<file path="config.mk">
export PLATFORM = sky130hd
export DESIGN_NAME = blake2s_msg_framer
export DESIGN_NICKNAME = d
export VERILOG_FILES = /design/src/rtl/blake2s_pkg.sv /design/src/rtl/blake2s_block_buf.sv /design/src/rtl/blake2s_msg_framer.sv
export SDC_FILE = /design/constraint.sdc
export NUM_CORES = 1
export LEC_CHECK = 0
export ABC_AREA = 1
export BUFFER_PORTS_ARGS = -buffer_cell sky130_fd_sc_hd__buf_2
export CORE_MARGIN = 2
export CORE_UTILIZATION = 50
export DETAILED_ROUTE_END_ITERATION = 10
export PLACE_DENSITY = 0.65
export SLEW_MARGIN = 20
export SYNTH_ARGS = -nofsm -noshare
export SYNTH_HDL_FRONTEND = slang
export SYNTH_SLANG_ARGS = --single-unit
</file>
<file path="constraint.sdc">
create_clock -name clk -period 2.8 [get_ports clk]
set_input_delay 0.14 -clock clk [delete_from_list [all_inputs] [get_ports clk]]
set_output_delay 0.14 -clock clk [all_outputs]
set_load 0.02 [all_outputs]
</file>
<file path="src/rtl/blake2s_pkg.sv">
// Shared constants, widths and the framer state encoding for the BLAKE2s front end.
package blake2s_pkg;

  localparam int BLOCK_BYTES = 64;
  localparam int KK_MAX      = 32;
  localparam int NN_MAX      = 32;

  localparam int IDX_W = 6;
  localparam int KK_W  = 6;
  localparam int NN_W  = 6;
  localparam int CNT_W = 7;

  typedef enum logic [1:0] {
    IDLE  = 2'd0,
    FILL  = 2'd1,
    WAIT  = 2'd2,
    DRAIN = 2'd3
  } framer_state_e;

  function automatic logic params_bad(input logic [KK_W-1:0] kk, input logic [NN_W-1:0] nn);
    return (kk > KK_W'(KK_MAX)) || (nn == '0) || (nn > NN_W'(NN_MAX));
  endfunction

endpackage

</file>
<file path="src/rtl/blake2s_block_buf.sv">
// One-block (64x8) staging buffer: append-only write port, registered read with
// zero padding beyond the written length, and a fill count that can be forced full.
module blake2s_block_buf
  import blake2s_pkg::*;
(
  input  logic             clk,
  input  logic             nreset,
  input  logic             i_clr,
  input  logic             i_wr_en,
  input  logic [7:0]       i_wr_data,
  input  logic             i_seal,
  input  logic             i_rd_en,
  input  logic [IDX_W-1:0] i_rd_addr,
  output logic [CNT_W-1:0] o_cnt,
  output logic             o_full,
  output logic [7:0]       o_rd_data
);

  logic [7:0]       r_mem [BLOCK_BYTES];
  logic [CNT_W-1:0] r_cnt;
  logic [CNT_W-1:0] r_len;
  logic [7:0]       r_rd_q;
  logic             r_rd_pad;
  logic             w_full;
  logic             w_wr;
  logic [CNT_W-1:0] w_cnt_inc;

  assign w_full    = (r_cnt == CNT_W'(BLOCK_BYTES));
  assign w_wr      = i_wr_en && !w_full;
  assign w_cnt_inc = r_cnt + CNT_W'(1);

  always_ff @(posedge clk) begin
    if (w_wr) begin
      r_mem[r_cnt[IDX_W-1:0]] <= i_wr_data;
    end
  end

  always_ff @(posedge clk) begin
    r_rd_q <= r_mem[i_rd_addr];
  end

  // r_len tracks real bytes; r_cnt may be forced to 64 once a key is complete
  always_ff @(posedge clk or negedge nreset) begin
    if (!nreset) begin
      r_cnt    <= '0;
      r_len    <= '0;
      r_rd_pad <= 1'b1;
    end else begin
      if (i_clr) begin
        r_cnt <= '0;
        r_len <= '0;
      end else if (w_wr) begin
        r_len <= w_cnt_inc;
        r_cnt <= i_seal ? CNT_W'(BLOCK_BYTES) : w_cnt_inc;
      end else if (i_seal) begin
        r_cnt <= CNT_W'(BLOCK_BYTES);
      end
      r_rd_pad <= !i_rd_en || ({1'b0, i_rd_addr} >= r_len);
    end
  end

  assign o_cnt     = r_cnt;
  assign o_full    = w_full;
  assign o_rd_data = r_rd_pad ? 8'h00 : r_rd_q;

endmodule

</file>
<file path="src/rtl/blake2s_msg_framer.sv">
// Byte stream to 64-byte block framer for the BLAKE2s core (key block, padding, length).
// Optional sticky protocol error output err_o when BLAKE2S_FRAMER_ERR_EN is defined.
module blake2s_msg_framer
  import blake2s_pkg::*;
#(
  parameter int LL_W = 64
) (
  input  logic             clk,
  input  logic             nreset,
  input  logic             start_i,
  input  logic [KK_W-1:0]  kk_i,
  input  logic [NN_W-1:0]  nn_i,
  input  logic             valid_i,
  input  logic [7:0]       data_i,
  input  logic             end_i,
  output logic             ready_o,
  input  logic             core_ready_i,
  output logic [KK_W-1:0]  kk_o,
  output logic [NN_W-1:0]  nn_o,
  output logic [LL_W-1:0]  ll_o,
  output logic             data_v_o,
  output logic [7:0]       data_o,
  output logic [IDX_W-1:0] data_idx_o,
  output logic             block_first_o,
  output logic             block_last_o
`ifdef BLAKE2S_FRAMER_ERR_EN
  ,
  output logic             err_o
`endif
);

  framer_state_e    r_state, w_state_next;
  logic [KK_W-1:0]  r_kk, w_kk_next;
  logic [NN_W-1:0]  r_nn, w_nn_next;
  logic [LL_W-1:0]  r_ll, w_ll_next;
  logic             r_first_pend, w_first_pend_next;
  logic             r_key_phase, w_key_phase_next;
  logic             r_last, w_last_next;
  logic [IDX_W-1:0] r_idx, w_idx_next;

  logic             r_data_v;
  logic [IDX_W-1:0] r_idx_o;
  logic             r_first_o;
  logic             r_last_o;

  logic             w_clr;
  logic             w_wr_en;
  logic             w_seal;
  logic             w_rd_en;
  logic [CNT_W-1:0] w_cnt;
  logic             w_full;
  logic [7:0]       w_rd_data;

  blake2s_block_buf u_buf (
    .clk       (clk),
    .nreset    (nreset),
    .i_clr     (w_clr),
    .i_wr_en   (w_wr_en),
    .i_wr_data (data_i),
    .i_seal    (w_seal),
    .i_rd_en   (w_rd_en),
    .i_rd_addr (r_idx),
    .o_cnt     (w_cnt),
    .o_full    (w_full),
    .o_rd_data (w_rd_data)
  );

  assign ready_o = (r_state == FILL) && !w_full;

  always_comb begin
    w_state_next      = r_state;
    w_kk_next         = r_kk;
    w_nn_next         = r_nn;
    w_ll_next         = r_ll;
    w_first_pend_next = r_first_pend;
    w_key_phase_next  = r_key_phase;
    w_last_next       = r_last;
    w_idx_next        = r_idx;
    w_clr             = 1'b0;
    w_wr_en           = 1'b0;
    w_seal            = 1'b0;
    w_rd_en           = 1'b0;
    case (r_state)
      IDLE: begin
        if (start_i) begin
          w_kk_next         = kk_i;
          w_nn_next         = nn_i;
          w_ll_next         = '0;
          w_clr             = 1'b1;
          w_first_pend_next = 1'b1;
          w_key_phase_next  = (kk_i != '0);
          w_last_next       = 1'b0;
          w_idx_next        = '0;
          w_state_next      = FILL;
        end
      end
      FILL: begin
        // end_i wins over a coincident byte, which is then dropped
        if (end_i) begin
          w_last_next  = 1'b1;
          w_state_next = WAIT;
        end else if (valid_i && w_full) begin
          w_last_next  = 1'b0;
          w_state_next = WAIT;
        end else if (valid_i) begin
          w_wr_en = 1'b1;
          if (r_key_phase) begin
            if ((w_cnt + CNT_W'(1)) == {1'b0, r_kk}) begin
              w_seal           = 1'b1;
              w_key_phase_next = 1'b0;
            end
          end else begin
            w_ll_next = r_ll + LL_W'(1);
          end
        end
      end
      WAIT: begin
        if (core_ready_i) begin
          w_state_next = DRAIN;
        end
      end
      DRAIN: begin
        w_rd_en    = 1'b1;
        w_idx_next = r_idx + IDX_W'(1);
        if (r_idx == '1) begin
          w_clr             = 1'b1;
          w_first_pend_next = 1'b0;
          w_state_next      = r_last ? IDLE : FILL;
        end
      end
      default: begin
        w_state_next = IDLE;
      end
    endcase
  end

  always_ff @(posedge clk or negedge nreset) begin
    if (!nreset) begin
      r_state      <= IDLE;
      r_kk         <= '0;
      r_nn         <= '0;
      r_ll         <= '0;
      r_first_pend <= 1'b0;
      r_key_phase  <= 1'b0;
      r_last       <= 1'b0;
      r_idx        <= '0;
    end else begin
      r_state      <= w_state_next;
      r_kk         <= w_kk_next;
      r_nn         <= w_nn_next;
      r_ll         <= w_ll_next;
      r_first_pend <= w_first_pend_next;
      r_key_phase  <= w_key_phase_next;
      r_last       <= w_last_next;
      r_idx        <= w_idx_next;
    end
  end

  // Block outputs are registered alongside the buffer's registered read
  always_ff @(posedge clk or negedge nreset) begin
    if (!nreset) begin
      r_data_v  <= 1'b0;
      r_idx_o   <= '0;
      r_first_o <= 1'b0;
      r_last_o  <= 1'b0;
    end else begin
      r_data_v  <= (r_state == DRAIN);
      r_idx_o   <= (r_state == DRAIN) ? r_idx : '0;
      r_first_o <= (r_state == DRAIN) && r_first_pend;
      r_last_o  <= (r_state == DRAIN) && r_last;
    end
  end

  assign kk_o          = r_kk;
  assign nn_o          = r_nn;
  assign ll_o          = r_ll;
  assign data_v_o      = r_data_v;
  assign data_o        = w_rd_data;
  assign data_idx_o    = r_idx_o;
  assign block_first_o = r_first_o;
  assign block_last_o  = r_last_o;

`ifdef BLAKE2S_FRAMER_ERR_EN
  logic r_err;
  logic w_err_next;

  always_comb begin
    w_err_next = r_err;
    if ((r_state == IDLE) && start_i) begin
      w_err_next = params_bad(kk_i, nn_i);
    end
    if ((valid_i && (r_state == IDLE)) || (start_i && (r_state != IDLE)) || (valid_i && end_i)) begin
      w_err_next = 1'b1;
    end
  end

  always_ff @(posedge clk or negedge nreset) begin
    if (!nreset) begin
      r_err <= 1'b0;
    end else begin
      r_err <= w_err_next;
    end
  end

  assign err_o = r_err;
`endif

endmodule

</file>
==> flow_summary.yaml <==
outcome:
  status: "complete, no violations"
critical_path:
  path_buf_inv: 3
  critPathTopFamily: "simple AND/OR/NAND/NOR gates"
  cp_data_arrival_time_ns: 2.82
  worstPathMaxFanout: 8
  reg2reg_depth: 10
  r2r_slack_ns: 0.21
  path_cells: "inv_1 -> ha_1 -> nand3_2 -> nor2_4 -> nor2_1 -> nand2_2 -> inv_2 -> nand4_1 -> buf_4 -> nor2_1"
  cp_slowest_cell: "nor2_1"
  max_stage_delay_ns: 0.48
  crit_type: "reg -> reg"
  startpoint_type: "flop"
  path_common_cell: "nor2_1"
  reg2reg_from: "u_buf.o_cnt[1]"
  crit_cells: 10
  critPathCaptureType: "flop"
  r2r-end: "u_buf.r_mem[44][1]"
  required_ns: 3.03
clocking:
  numClockSinks: 631
  cts_setup_buffers: 0
  cts-root-buf: "clkbuf_16"
  htree_levels: 3
  insertion_delay_ns: 0.61
  numCtsBuffers: 67
  clk_pin_slew_ns: 0.06
  clockBufferDepth: 3
  cts_tree: "done"
cells_and_area:
  fin_nets: 3096
  final_common_cell: "nand2_1"
  antenna_cells: 0
  drive_above_1_share: 0.128
  final_cell_mix: "nand2_1 (665), nor2_1 (560), edfxtp_1 (512), nand3_1 (202), o21ai_0 (200)"
  syn_to_final_growth_pct: 15.9
  postLayoutCoreUtil: 0.585
sta:
  slew_headroom: 0.457
  rsz0062_at_grt: "false"
  tightest_slew_ns: 0.808
  finalCritPeriodShare: 0.924
  slew_viol_final: 0
  fin_skew_ns: 0.0191
  min_period_ns: 2.59
  setup_viol: 0
  whs_ns: 0.0246
  max_freq_mhz: 387
  finalSetupTns_ns: 0
  hold_viol_final: 0
global_routing:
  grt_max_degree: 125
  grt_pass1_vias: 20900
  grt_pass1_wl_um: 120000
  grt-ovfl-total: 0
  antenna_found_initial: 1
  grt.total_usage: 0.267
floorplan:
  io_pins: 120
  initial_core_util: 0.504
  die_y_um: 242
  die_w_um: 242
  core_area_um2: 56200
  num_rows: 87
  dieArea_um2: 58600
routing:
  ant_nets: 0
  drt_iter0_drc: 2293
  drc: 0
  wire_per_inst_um: 20.5
  routed-via-count: 21600
  drt_wl_total_um: 79300
  drtPass1Iterations: 6
  vias_per_cell: 5.58
synth:
  syn_area_per_cell_um2: 9.90
  yosysUniqueCellTypes: 49
  syn-instance-count: 2863
  async_reset_ff_frac: 0.176
  ys_ff_latch: 631
  ys.flop_type: "edfxtp_1"
  synth-warning-count: 0
  synth_edf_count: 512
  seq_area_frac_synth: 0.646
  syn_area_um2: 28300
  syn_nets: 2903
power_and_ir_drop:
  leakage_nw: 12.8
  cellPowerDensity_nw_per_um2: 852
  clkPwrFrac: 0.328
  p_comb_frac: 0.287
  p_sw_frac: 0.344
  seq_power_share: 0.385
  switching_power_mw: 9.61
  internal_power_mw: 18.4
  ir_drop_mv: 0.558
place:
  place_hpwl_um: 50400
  gp_congestion: 0.933
  numPortBuffers: 119
flow_run:
  max_cap_viol_count: 0
hold_path:
  holdCritPathClass: "in -> async"
what timing repair did:
action                                 CTS  global route
resized for setup                        0            10
hold buffers                            27             0
setup endpoints to repair                0            93
endpoints found under the hold margin   96             0
cell usage after synthesis (11+ instances only):
library cell | count | area share
nand4_1 | 66 | 0.015
o211ai_1 | 35 | 0.0093
nor2_2 | 11 | 0.0024
dfrtp_1 | 110 | 0.097
ha_1 | 14 | 0.0062
buf_4 | 22 | 0.0058
edfxtp_1 | 512 | 0.54
o21ai_0 | 200 | 0.035
buf_1 | 11 | 0.0015
o21bai_1 | 15 | 0.0040
nor2_1 | 570 | 0.076
inv_1 | 146 | 0.019
clkbuf_1 | 39 | 0.0052
a21oi_1 | 46 | 0.0081
buf_2 | 50 | 0.0088
nand2_1 | 666 | 0.088
nand3_1 | 202 | 0.036
o21ai_1 | 39 | 0.0069
nor3_1 | 12 | 0.0021
power groups by stage:
stage / combinational, mW / clock (mW) / sequential, mW
2_1_floorplan: 5.24 / 0 / 11.0
3_5_place_dp: 7.80 / 0 / 10.9
4_1_cts: 7.94 / 9.32 / 10.7
3_3_place_gp: 7.72 / 0 / 10.9
5_1_grt: 8.79 / 9.72 / 10.8
6_report: 8.02 / 9.19 / 10.8
state kept, by name (all words and copies together), names as in the netlist:
| name | flops |
|---|---|
| kk_o | 6 |
| block_last_o | 1 |
| r_key_phase | 1 |
| u_buf.r_mem | 512 |
| block_first_o | 1 |
| r_last | 1 |
| data_v_o | 1 |
| r_idx | 6 |
| ll_o | 64 |
| nn_o | 6 |
| u_buf.r_rd_pad | 1 |
| r_state | 2 |
| u_buf.o_cnt | 7 |
| u_buf.r_rd_q | 8 |
| data_idx_o | 6 |
| u_buf.r_len | 7 |
| r_first_pend | 1 |
cell families after synthesis:
group | count (synthesis) | share of synthesized area
and+or+nand+nor | 1564 | 0.230
buffers and inverters | 288 | 0.0454
AOI/OAI and AO/OA | 355 | 0.0688
DFF | 631 | 0.646
adders and majority gates | 14 | 0.00618
xor gates and xnor gates | 11 | 0.00340
worst max path at each step:
stage / from / slack [ns] / to
global route: u_buf.o_cnt[1] / 0.005 / u_buf.r_mem[44][6]
global placement: u_buf.o_cnt[1] / 0.22 / u_buf.r_mem[35][1]
finish: u_buf.o_cnt[1] / 0.21 / u_buf.r_mem[44][1]
floorplan: u_buf.o_cnt[0] / 0.63 / u_buf.r_mem[53][0]
CTS: u_buf.o_cnt[1] / 0.1 / u_buf.r_mem[35][1]
detailed placement: u_buf.o_cnt[1] / 0.1 / u_buf.r_mem[51][2]
worst register-to-register path, stage by stage, from the launching register on:
cell and delay (ns):
dfrtp_1 0.45, inv_1 0.15, ha_1 0.22, nand3_2 0.09, nor2_4 0.06, nor2_1 0.12
nand2_2 0.11, inv_2 0.18, nand4_1 0.15, buf_4 0.22, nor2_1 0.49
per-stage QoR:
stage / power, mW / setup slack (ns) / area [um^2] / cells
after global routing: 29.3 / 0.00540 / 32800 / 3863
after CTS: 28.0 / 0.0957 / 32800 / 3863
after global placement: 18.7 / 0.223 / 30300 / 3716
final: 28.0 / 0.214 / 32800 / 3863
after floorplan: 16.2 / 0.633 / 28300 / 2863
after detailed placement: 18.7 / 0.0951 / 30300 / 3716
per-layer routing:
metal | track usage | routed length [um] | vias up
met5 | 0 | 13 | -
met4 | 0.0895 | 2120 | 2
met3 | 0.0537 | 6880 | 142
met2 | 0.423 | 36500 | 956
met1 | 0.371 | 33800 | 10400
li1 | - | - | 10100
area by class of cell:
type,instances,area [um^2]
sequential,631,18300
clock inverter,38,448
multi-input combinational,1944,8760
fill,4757,23300
clock buffer,82,1840
timing repair buffer,255,1920
tap,756,946
inverter,157,596
(Power assumes the default switching activity.)
